`src/rtl/ysyx_24100006_wb_pkg.sv`:
```
//==============================================================================
// Module  : ysyx_24100006_wb_pkg
// Brief   : Shared types for the writeback/retire stage: retire-queue entry,
//           RUN/HALT state encoding and trap-cause width.
// Revision: 1.0  initial release
//==============================================================================
`default_nettype none

package ysyx_24100006_wb_pkg;

  localparam int IRQ_NO_W   = 4;

  // Entry fields are sized for the widest configuration supported; the top
  // level zero-extends narrower parameters on push and slices them on pop.
  localparam int XLEN_MAX   = 64;
  localparam int GPR_AW_MAX = 5;
  localparam int CSR_AW_MAX = 12;

  typedef enum logic [0:0] {
    ST_RUN  = 1'b0,
    ST_HALT = 1'b1
  } wb_state_e;

  typedef struct packed {
    logic                  gpr_we;
    logic [GPR_AW_MAX-1:0] gpr_addr;
    logic [XLEN_MAX-1:0]   gpr_wdata;
    logic                  csr_we;
    logic [CSR_AW_MAX-1:0] csr_addr;
    logic [XLEN_MAX-1:0]   csr_wdata;
    logic                  irq;
    logic [IRQ_NO_W-1:0]   irq_no;
    logic                  brk;
  } wb_entry_t;

endpackage

`default_nettype wire

```
`src/rtl/ysyx_24100006_wb_fifo.sv`:
```
//==============================================================================
// Module  : ysyx_24100006_wb_fifo
// Brief   : In-order retire queue. Pointers carry one extra bit so full and
//           empty are distinguishable; all slots are exported oldest-first
//           together with per-slot valid bits for the bypass search.
// Revision: 1.0  initial release
//==============================================================================
`default_nettype none

module ysyx_24100006_wb_fifo
  import ysyx_24100006_wb_pkg::*;
#(
  parameter int DEPTH = 2
) (
  input  logic             clk,
  input  logic             reset,
  input  logic             i_push,
  input  wb_entry_t        i_entry,
  input  logic             i_pop,
  input  logic             i_flush,
  output logic             o_full,
  output logic             o_empty,
  output wb_entry_t        o_head,
  output wb_entry_t        o_entries [DEPTH],
  output logic [DEPTH-1:0] o_valid
);

  localparam int AW = $clog2(DEPTH);
  localparam int PW = AW + 1;

  wb_entry_t     r_mem [DEPTH];
  logic [PW-1:0] r_wptr;
  logic [PW-1:0] r_rptr;
  logic [PW-1:0] w_count;

  assign w_count = r_wptr - r_rptr;
  assign o_empty = (r_wptr == r_rptr);
  assign o_full  = (r_wptr[AW] != r_rptr[AW]) && (r_wptr[AW-1:0] == r_rptr[AW-1:0]);
  assign o_head  = r_mem[r_rptr[AW-1:0]];

  // Pointer update; a flush drops everything, including a same-cycle push.
  always_ff @(posedge clk or negedge reset) begin
    if (!reset) begin
      r_wptr <= '0;
      r_rptr <= '0;
    end else if (i_flush) begin
      r_wptr <= '0;
      r_rptr <= '0;
    end else begin
      if (i_push && !o_full) r_wptr <= r_wptr + PW'(1);
      if (i_pop && !o_empty) r_rptr <= r_rptr + PW'(1);
    end
  end

  // Entry storage; validity is tracked solely by the pointers.
  always_ff @(posedge clk) begin
    if (i_push && !o_full && !i_flush) r_mem[r_wptr[AW-1:0]] <= i_entry;
  end

  // Age-ordered view: slot 0 is the head, higher slots are younger.
  generate
    for (genvar k = 0; k < DEPTH; k++) begin : g_view
      logic [AW-1:0] w_idx;
      assign w_idx        = r_rptr[AW-1:0] + AW'(k);
      assign o_entries[k] = r_mem[w_idx];
      assign o_valid[k]   = (PW'(k) < w_count);
    end
  endgenerate

endmodule

`default_nettype wire

```
`src/rtl/ysyx_24100006_wb_retire.sv`:
```
//==============================================================================
// Module  : ysyx_24100006_wb_retire
// Brief   : Writeback/retire stage. Buffers MEM/WB results in an in-order
//           queue, drains one entry per cycle into the GPR/CSR write ports,
//           counts retired instructions and halts on a retired ebreak.
//           Define WB_RETIRE_BYPASS_EN to build the queued-GPR bypass to
//           decode; otherwise the bypass outputs are tied to zero.
// Revision: 1.0  initial release
//==============================================================================
`default_nettype none

module ysyx_24100006_wb_retire
  import ysyx_24100006_wb_pkg::*;
#(
  parameter int XLEN   = 32,
  parameter int GPR_AW = 4,
  parameter int CSR_AW = 12,
  parameter int DEPTH  = 2,
  parameter int CNT_W  = 64
) (
  input  logic                clk,
  input  logic                reset,
  input  logic                in_valid,
  output logic                in_ready,
  input  logic                in_gpr_we,
  input  logic [GPR_AW-1:0]   in_gpr_addr,
  input  logic [XLEN-1:0]     in_gpr_wdata,
  input  logic                in_csr_we,
  input  logic [CSR_AW-1:0]   in_csr_addr,
  input  logic [XLEN-1:0]     in_csr_wdata,
  input  logic                in_irq,
  input  logic [IRQ_NO_W-1:0] in_irq_no,
  input  logic                in_break,
  input  logic                hold,
  output logic                gpr_we,
  output logic [GPR_AW-1:0]   gpr_addr,
  output logic [XLEN-1:0]     gpr_wdata,
  output logic                csr_we,
  output logic [CSR_AW-1:0]   csr_addr,
  output logic [XLEN-1:0]     csr_wdata,
  output logic                irq,
  output logic [IRQ_NO_W-1:0] irq_no,
  output logic                halt,
  output logic [CNT_W-1:0]    instret,
  input  logic [GPR_AW-1:0]   rs1_addr,
  input  logic [GPR_AW-1:0]   rs2_addr,
  output logic                rs1_hit,
  output logic [XLEN-1:0]     rs1_data,
  output logic                rs2_hit,
  output logic [XLEN-1:0]     rs2_data
);

  wb_state_e        r_state;
  wb_state_e        w_state_nxt;
  wb_entry_t        w_in_entry;
  wb_entry_t        w_head;
  wb_entry_t        w_entries [DEPTH];
  logic [DEPTH-1:0] w_valid;
  logic             w_full;
  logic             w_empty;
  logic             w_pop;
  logic             w_flush;
  logic             w_push;
  logic [CNT_W-1:0] r_instret;
  logic             w_unused_bits;

  // Pack the incoming beat into the package-wide entry layout.
  always_comb begin
    w_in_entry           = '0;
    w_in_entry.gpr_we    = in_gpr_we;
    w_in_entry.gpr_addr  = GPR_AW_MAX'(in_gpr_addr);
    w_in_entry.gpr_wdata = XLEN_MAX'(in_gpr_wdata);
    w_in_entry.csr_we    = in_csr_we;
    w_in_entry.csr_addr  = CSR_AW_MAX'(in_csr_addr);
    w_in_entry.csr_wdata = XLEN_MAX'(in_csr_wdata);
    w_in_entry.irq       = in_irq;
    w_in_entry.irq_no    = in_irq_no;
    w_in_entry.brk       = in_break;
  end

  assign w_push = in_valid && in_ready;

  ysyx_24100006_wb_fifo #(
    .DEPTH (DEPTH)
  ) u_fifo (
    .clk       (clk),
    .reset     (reset),
    .i_push    (w_push),
    .i_entry   (w_in_entry),
    .i_pop     (w_pop),
    .i_flush   (w_flush),
    .o_full    (w_full),
    .o_empty   (w_empty),
    .o_head    (w_head),
    .o_entries (w_entries),
    .o_valid   (w_valid)
  );

  // RUN/HALT state register.
  always_ff @(posedge clk or negedge reset) begin
    if (!reset) r_state <= ST_RUN;
    else        r_state <= w_state_nxt;
  end

  // Next state, handshake and write-strobe gating; ready is held low while
  // reset is asserted so upstream never sees a spurious accept.
  always_comb begin
    w_state_nxt = r_state;
    w_pop       = 1'b0;
    w_flush     = 1'b0;
    in_ready    = 1'b0;
    gpr_we      = 1'b0;
    csr_we      = 1'b0;
    irq         = 1'b0;
    halt        = 1'b0;
    case (r_state)
      ST_RUN: begin
        in_ready = reset && !w_full;
        w_pop    = !w_empty && !hold;
        if (w_pop) begin
          gpr_we = w_head.gpr_we && (w_head.gpr_addr != '0) && !w_head.irq;
          csr_we = w_head.csr_we;
          irq    = w_head.irq;
          if (w_head.brk) begin
            w_flush     = 1'b1;
            w_state_nxt = ST_HALT;
          end
        end
      end
      ST_HALT: halt = 1'b1;
      default: w_state_nxt = ST_RUN;
    endcase
  end

  assign gpr_addr  = w_head.gpr_addr[GPR_AW-1:0];
  assign gpr_wdata = w_head.gpr_wdata[XLEN-1:0];
  assign csr_addr  = w_head.csr_addr[CSR_AW-1:0];
  assign csr_wdata = w_head.csr_wdata[XLEN-1:0];
  assign irq_no    = w_head.irq_no;

  // Retired-instruction counter; traps do not count, wraps freely.
  always_ff @(posedge clk or negedge reset) begin
    if (!reset)                   r_instret <= '0;
    else if (w_pop && !w_head.irq) r_instret <= r_instret + CNT_W'(1);
  end

  assign instret = r_instret;

`ifdef WB_RETIRE_BYPASS_EN
  // Scan oldest to youngest so the youngest matching write wins.
  always_comb begin
    rs1_hit  = 1'b0;
    rs1_data = '0;
    rs2_hit  = 1'b0;
    rs2_data = '0;
    for (int k = 0; k < DEPTH; k++) begin
      if (w_valid[k] && w_entries[k].gpr_we && !w_entries[k].irq) begin
        if ((rs1_addr != '0) && (w_entries[k].gpr_addr[GPR_AW-1:0] == rs1_addr)) begin
          rs1_hit  = 1'b1;
          rs1_data = w_entries[k].gpr_wdata[XLEN-1:0];
        end
        if ((rs2_addr != '0) && (w_entries[k].gpr_addr[GPR_AW-1:0] == rs2_addr)) begin
          rs2_hit  = 1'b1;
          rs2_data = w_entries[k].gpr_wdata[XLEN-1:0];
        end
      end
    end
  end
`else
  assign rs1_hit  = 1'b0;
  assign rs1_data = '0;
  assign rs2_hit  = 1'b0;
  assign rs2_data = '0;
`endif

  // Fold entry bits not consumed in every build/parameterisation into a sink.
  always_comb begin
    w_unused_bits = ^w_head ^ (^rs1_addr) ^ (^rs2_addr);
    for (int k = 0; k < DEPTH; k++) begin
      w_unused_bits = w_unused_bits ^ (^w_entries[k]) ^ w_valid[k];
    end
  end

endmodule

`default_nettype wire

```
`config.mk`:
```
export PLATFORM = sky130hd
export DESIGN_NAME = ysyx_24100006_wb_retire
export DESIGN_NICKNAME = d
export VERILOG_FILES = /design/src/rtl/ysyx_24100006_wb_pkg.sv /design/src/rtl/ysyx_24100006_wb_fifo.sv /design/src/rtl/ysyx_24100006_wb_retire.sv
export SDC_FILE = /design/constraint.sdc
export NUM_CORES = 1
export LEC_CHECK = 0
export BUFFER_PORTS_ARGS = -buffer_cell sky130_fd_sc_hd__buf_2
export CORE_ASPECT_RATIO = 1.5
export CORE_MARGIN = 2
export CORE_UTILIZATION = 53
export CTS_BUF_LIST = sky130_fd_sc_hd__clkbuf_8
export DETAILED_ROUTE_END_ITERATION = 8
export PLACE_DENSITY = 0.9
export SLEW_MARGIN = 15
export SYNTH_ARGS = -nofsm -noshare
export SYNTH_HDL_FRONTEND = slang
export SYNTH_SLANG_ARGS = --single-unit
```
`constraint.sdc`:
```
create_clock -name clk -period 10.95 [get_ports clk]
set_input_delay 2.19 -clock clk [delete_from_list [all_inputs] [get_ports clk]]
set_output_delay 2.19 -clock clk [all_outputs]
set_load 0.01 [all_outputs]
```
# == After elaboration in Yosys (flattened, before gate mapping) ==
# Memories as Yosys holds them, arrays and structs flattened.
# Cells that the tools add are included.
# word_totals
register_bits,69
ram_bits,176
inputBits,100
output_inout_bits,219
n_memories,1
# memory_table
name,words,width,read_ports,rd_ports_with_merged_regs,wr,line_no,rtl
u_fifo.r_mem,2,88,1,0,1,ysyx_24100006_wb_fifo.sv:31,wb_entry_t r_mem [DEPTH];
# op_classes
addsub,3
eq_ne,3
mux,19
n_reduce_logical,18
# op_table
op,count
$add 64x1->64 const B,1
$mux 1,15
$logic_and 1x1->1,10
$mux 2,4
$logic_not 1->1,5
$reduce_bool 5->1,1
$add 2x1->2 const B,2
$reduce_bool 2->1,2
$eq 2x2->1,1
$eq 1x1->1,1
$ne 1x1->1,1

# == Depth between registers and ports, before layout ==
# logic_depth
ltp_word,10
mapped_depth,7
depth_no_buf,6

# == Modules after synthesis ==
# From an unflattened synthesis, not the netlist that was laid out.
# hier_totals
hier_cells,1210
area_unflattened_um2,18012.3
# by_module_without_submodules
mod,n_inst,cells_per_inst,area_per_inst_um2,seq_area_each_um2
ysyx_24100006_wb_fifo,1,836,14267.4,9288.9
ysyx_24100006_wb_retire,1,374,3744.8,1626.6

# == Least setup slack after synthesis ==
# OpenSTA, ideal clock, no wires.
# synth_path
kind,input to register
from,in reset
to,mem u_fifo.r_mem[1][0] (netlist bit) (enable)
setup_time_ns,0.661
t_arrival_ns,9.109
path_slack_ns,1.180
cell_stages,4
n_path_buf,0
cell_sequence,nand2b_1 a21oi_1 nand2_1 nor3b_1
# synth_via
elab_chain_len,7
# synth_rtl
item,line_no,rtl
start: declaration,ysyx_24100006_wb_retire.sv:22,"input logic reset,"
$logic_and 1x1->1,ysyx_24100006_wb_retire.sv:118,in_ready = reset && !w_full;
$mux 1,ysyx_24100006_wb_retire.sv:116,case (r_state)
named net in_ready,ysyx_24100006_wb_retire.sv:24,"output logic in_ready,"
$logic_and 1x1->1,ysyx_24100006_wb_retire.sv:81,assign w_push = in_valid && in_ready;
$logic_and 1x1->1 (2 in a row),ysyx_24100006_wb_fifo.sv:57,if (i_push && !o_full && !i_flush) r_mem[r_wptr[AW-1:0]] <= i_entry;
$mux 1,ysyx_24100006_wb_fifo.sv:57,
$mux 1 (not written as such),ysyx_24100006_wb_fifo.sv:57,
end: declaration,ysyx_24100006_wb_fifo.sv:31,
# The timed path passes the listed nets, and every way through them passes these cells.

# == Final worst setup path ==
# layout_path
from,in hold
to,out gpr_we
# layout_via
elab_chain_len,4
# layout_rtl
item,line_no,rtl
start: declaration,ysyx_24100006_wb_retire.sv:34,"input logic hold,"
$logic_not 1->1,ysyx_24100006_wb_retire.sv:119,w_pop = !w_empty && !hold;
$logic_and 1x1->1,ysyx_24100006_wb_retire.sv:119,
$mux 1,ysyx_24100006_wb_retire.sv:120,if (w_pop) begin
$mux 1,ysyx_24100006_wb_retire.sv:116,
end: declaration,ysyx_24100006_wb_retire.sv:35,"output logic gpr_we,"
# Every way passes these cells.

==> results.toml <==
[placement]
placed_instances = 1157
preCtsSetupSlack_ns = 4.99
gpl.final_weighted_congestion = 0.875
detailed_place_hpwl_mm = 14.4
port_buffers = 244
placedInstanceArea_mm2 = 0.0115

[clocking]
cts.clk_slew.worst_paths_ns = 0.06
ctsHtreeMaxLevel = 2
cts_tree = "done"
cts.repair_timing.setup_buffer_count = 0
clock_root_buffer = "sky130_fd_sc_hd__clkbuf_8"
clkLatencyLatePin_ns = 0.54
max_clock_buf_depth = 3
cts_inserted_buffers = 37
post_cts_resized = 0
cts_sinks = 245
cts-hold-fix-buffers = 0

[layout]
final_design_area_no_fill_mm2 = 0.0123
area.sequential_mm2 = 0.00702
area_of_combinational_cells_with_multiple_inputs_mm2 = 0.00285
final_nets = 1041
layout-drive-gt1-share = 0.420
layout.cells.non_filler = 1223
nFillCells = 1332
synthToLayoutAreaGrowth_pct = 20.1

[global_routing]
pin_count_of_the_biggest_net_entering_global_routing = 87
gr-usage-all-layers = 0.202
globalRouteOverflowTotal = 0
antenna_found_initial = 4
first_global_vias = 6490
grt_pass1_wl_mm = 32.6

[die]
die_y_um = 174
row_count = 62
fp.coreArea_mm2 = 0.0190
floorplan.initialDensity = 0.537
floorplan.die_area_mm2 = 0.0204
floorplan.die.width_um = 117
io_pins = 319

[synthesis]
synth_top_area_cell = "sky130_fd_sc_hd__edfxtp_1"
syn_inst = 668
synthDominantCellAreaShare = 0.518
synth_top_flop_cell = "sky130_fd_sc_hd__edfxtp_1"
synth_area_mm2 = 0.0102
synth-seq-cells = 245
ys_types = 40
yosysMostFrequentCell = "sky130_fd_sc_hd__edfxtp_1"
top_cell_types_by_occurrence_after_synthesis = "sky130_fd_sc_hd__edfxtp_1, sky130_fd_sc_hd__mux2_2, sky130_fd_sc_hd__dfrtp_1"
synth_top_cells_by_area = "sky130_fd_sc_hd__edfxtp_1, sky130_fd_sc_hd__dfrtp_1, sky130_fd_sc_hd__mux2_2"
synth-async-reset-ratio = 0.282
synth_area_per_cell_um2 = 15.3
synth_enable_flop_cells = 176
synth_warnings = 0
ys_seq_area_frac = 0.687

[pwr]
power_frac_seq = 0.480
comb_power_share = 0.157
leakage_nw = 5.19
p_int_mw = 1.59
vdd.ir_drop.worst_uv = 184
clock_power_share = 0.363
p_total_mw = 2.14
p_sw_mw = 0.544
power-per-cell-area_mw_per_mm2 = 174
swShare = 0.255

[drt]
detail_route.drc_violations = 0
drt-wirelength-per-cell_um = 17.3
routed_antenna_nets = 0
detailed_route_iter0_violations = 394
via_density_per_instance = 5.13
detail_route.first_pass.iterations = 4
vias = 6269
wirelength_mm = 21.1

[status]
outcome = "finished clean"

[critical_path]
crit-reg2reg-capture = "u_fifo.r_mem[1][72]"
cp_num_cells = 6
endpoint_kind = "output port"
worstPathBufferInverterCount = 2
critical_path.top_delay_family = "compound AO/OA/AOI/OAI gates"
worst_r2r_path_depth = 6
path_max_fanout = 8
worst_path_max_delay_cell = "sky130_fd_sc_hd__a211oi_2"
worst-setup-path-type = "in2out"
crit_top_cell = "sky130_fd_sc_hd__buf_2"
worstSetupEndpoint = "gpr_we"
cp-start-kind = "input pin"
data_required_critical_path_ns = 8.76
crit_path_cell_trace = "buf_2 > or2_2 > a211oi_2 > o41ai_1 > nor2_1 > buf_2"
regToRegStartpoint = "u_fifo.r_rptr[0]"
worst-endpoint-arrival_ns = 3.75
setup_slack_of_the_worst_register_to_register_path_ns = 7.76
critPathLaunch = "hold"
timing.critical_path.slowest_cell_delay_ns = 0.60

[sta]
finalSetupViolCount = 0
timing_worst_slew_pin_value_ns = 1.16
fmax_mhz = 168
final_min_period_over_clock_period = 0.542
relSlewSlack = 0.227
period_minus_slack_ns = 5.94
rsz0062_at_grt = "no"
timing.final.ws_setup_ns = 5.01
setup_tns_ns = 0
worst_clock_skew_ns = 0.0377
slew_violations = 0
hold_viol_final = 0

[hold_path]
hold_path.class = "reg2reg"

[run]
max_cap_violations = 0
## power groups by stage
stage	clock [mW]	combinational, mW	sequential [mW]
after floorplan	0	0.239	1.04
after global placement	0	0.330	1.04
after detailed placement	0	0.336	1.04
after CTS	0.792	0.339	1.03
after global routing	0.827	0.362	1.03
final	0.775	0.336	1.03
## cells in the final DEF, fill, tap and decap left out, types with 2 or more instances in the layout
cell / count
sky130_fd_sc_hd__buf_2: 244
sky130_fd_sc_hd__edfxtp_1: 176
sky130_fd_sc_hd__mux2_2: 85
sky130_fd_sc_hd__dfrtp_1: 68
sky130_fd_sc_hd__conb_1: 66
sky130_fd_sc_hd__xor2_1: 44
sky130_fd_sc_hd__clkbuf_8: 42
sky130_fd_sc_hd__nand2_1: 33
sky130_fd_sc_hd__nor2_1: 32
sky130_fd_sc_hd__nand4_1: 31
sky130_fd_sc_hd__xnor2_1: 24
sky130_fd_sc_hd__nor3_1: 21
sky130_fd_sc_hd__nand3_1: 19
sky130_fd_sc_hd__inv_1: 12
sky130_fd_sc_hd__nor4_1: 9
sky130_fd_sc_hd__clkinv_1: 6
sky130_fd_sc_hd__buf_4: 6
sky130_fd_sc_hd__and3_1: 4
sky130_fd_sc_hd__clkinv_2: 4
sky130_fd_sc_hd__or2_2: 3
sky130_fd_sc_hd__mux2i_1: 3
sky130_fd_sc_hd__bufinv_16: 3
sky130_fd_sc_hd__diode_2: 2
sky130_fd_sc_hd__nor4_4: 2
sky130_fd_sc_hd__nor4b_2: 2
sky130_fd_sc_hd__o21ai_0: 2
sky130_fd_sc_hd__clkinvlp_4: 2
## area by class of cell
cell class / count / share of cell area
diodes: 2 / 0.000408
clock buffers: 42 / 0.0472
clock inverters: 22 / 0.0162
inverters: 7 / 0.00214
multi-input cells: 399 / 0.232
flip-flops and latches: 245 / 0.572
well taps: 256 / 0.0261
repair buffers: 250 / 0.103
## worst reg2reg max path, stage by stage, from the launching register on
cell,delay [ns]
sky130_fd_sc_hd__dfrtp_4,0.52
sky130_fd_sc_hd__xnor2_1,0.56
sky130_fd_sc_hd__a21o_1,0.29
sky130_fd_sc_hd__nor2_1,0.12
sky130_fd_sc_hd__nor3b_2,0.18
sky130_fd_sc_hd__buf_4,0.50
sky130_fd_sc_hd__buf_4,0.61
## kinds of logic after synthesis
logic type / after synthesis / share of synthesized area
other cells: 1 / 0.000367
buf+inv: 89 / 0.0590
flops: 245 / 0.687
mux: 89 / 0.0982
fa+ha+maj: 1 / 0.00123
compound gates: 9 / 0.00858
simple gates: 166 / 0.0873
xor+xnor: 68 / 0.0584
## routing by layer
layer,global-route usage,up-vias,share of wire
met2,0.374,294,0.53
met4,0.0763,4,0.031
met1,0.213,3040,0.35
met3,0.0627,60,0.085
li1,-,2871,-
met5,0,-,0.0010
## flip-flops by register name, summed over array words and instances (netlist names)
signal         count
instret           64
u_fifo.r_mem     176
u_fifo.r_wptr      2
u_fifo.r_rptr      2
r_state            1
## per-stage QoR
step / hold WS [ns] / util
floorplan: 0.495 / -
global placement: 0.453 / 0.604
detailed placement: 0.454 / 0.604
CTS: 0.465 / 0.645
global route: 0.486 / 0.645
finish: 0.459 / 0.645
## worst min path at each step
stage | from | end | slack, ns | cells after the start
after floorplan | u_fifo.r_mem[0][0] | u_fifo.r_rptr[0] | 0.50 | 3
after global placement | instret[63] | instret[63] | 0.45 | 1
after detailed placement | instret[63] | instret[63] | 0.45 | 1
after CTS | instret[63] | instret[63] | 0.46 | 1
after global routing | instret[63] | instret[63] | 0.49 | 1
final | instret[63] | instret[63] | 0.46 | 1
Note: power is estimated with default switching activity, not from simulation.
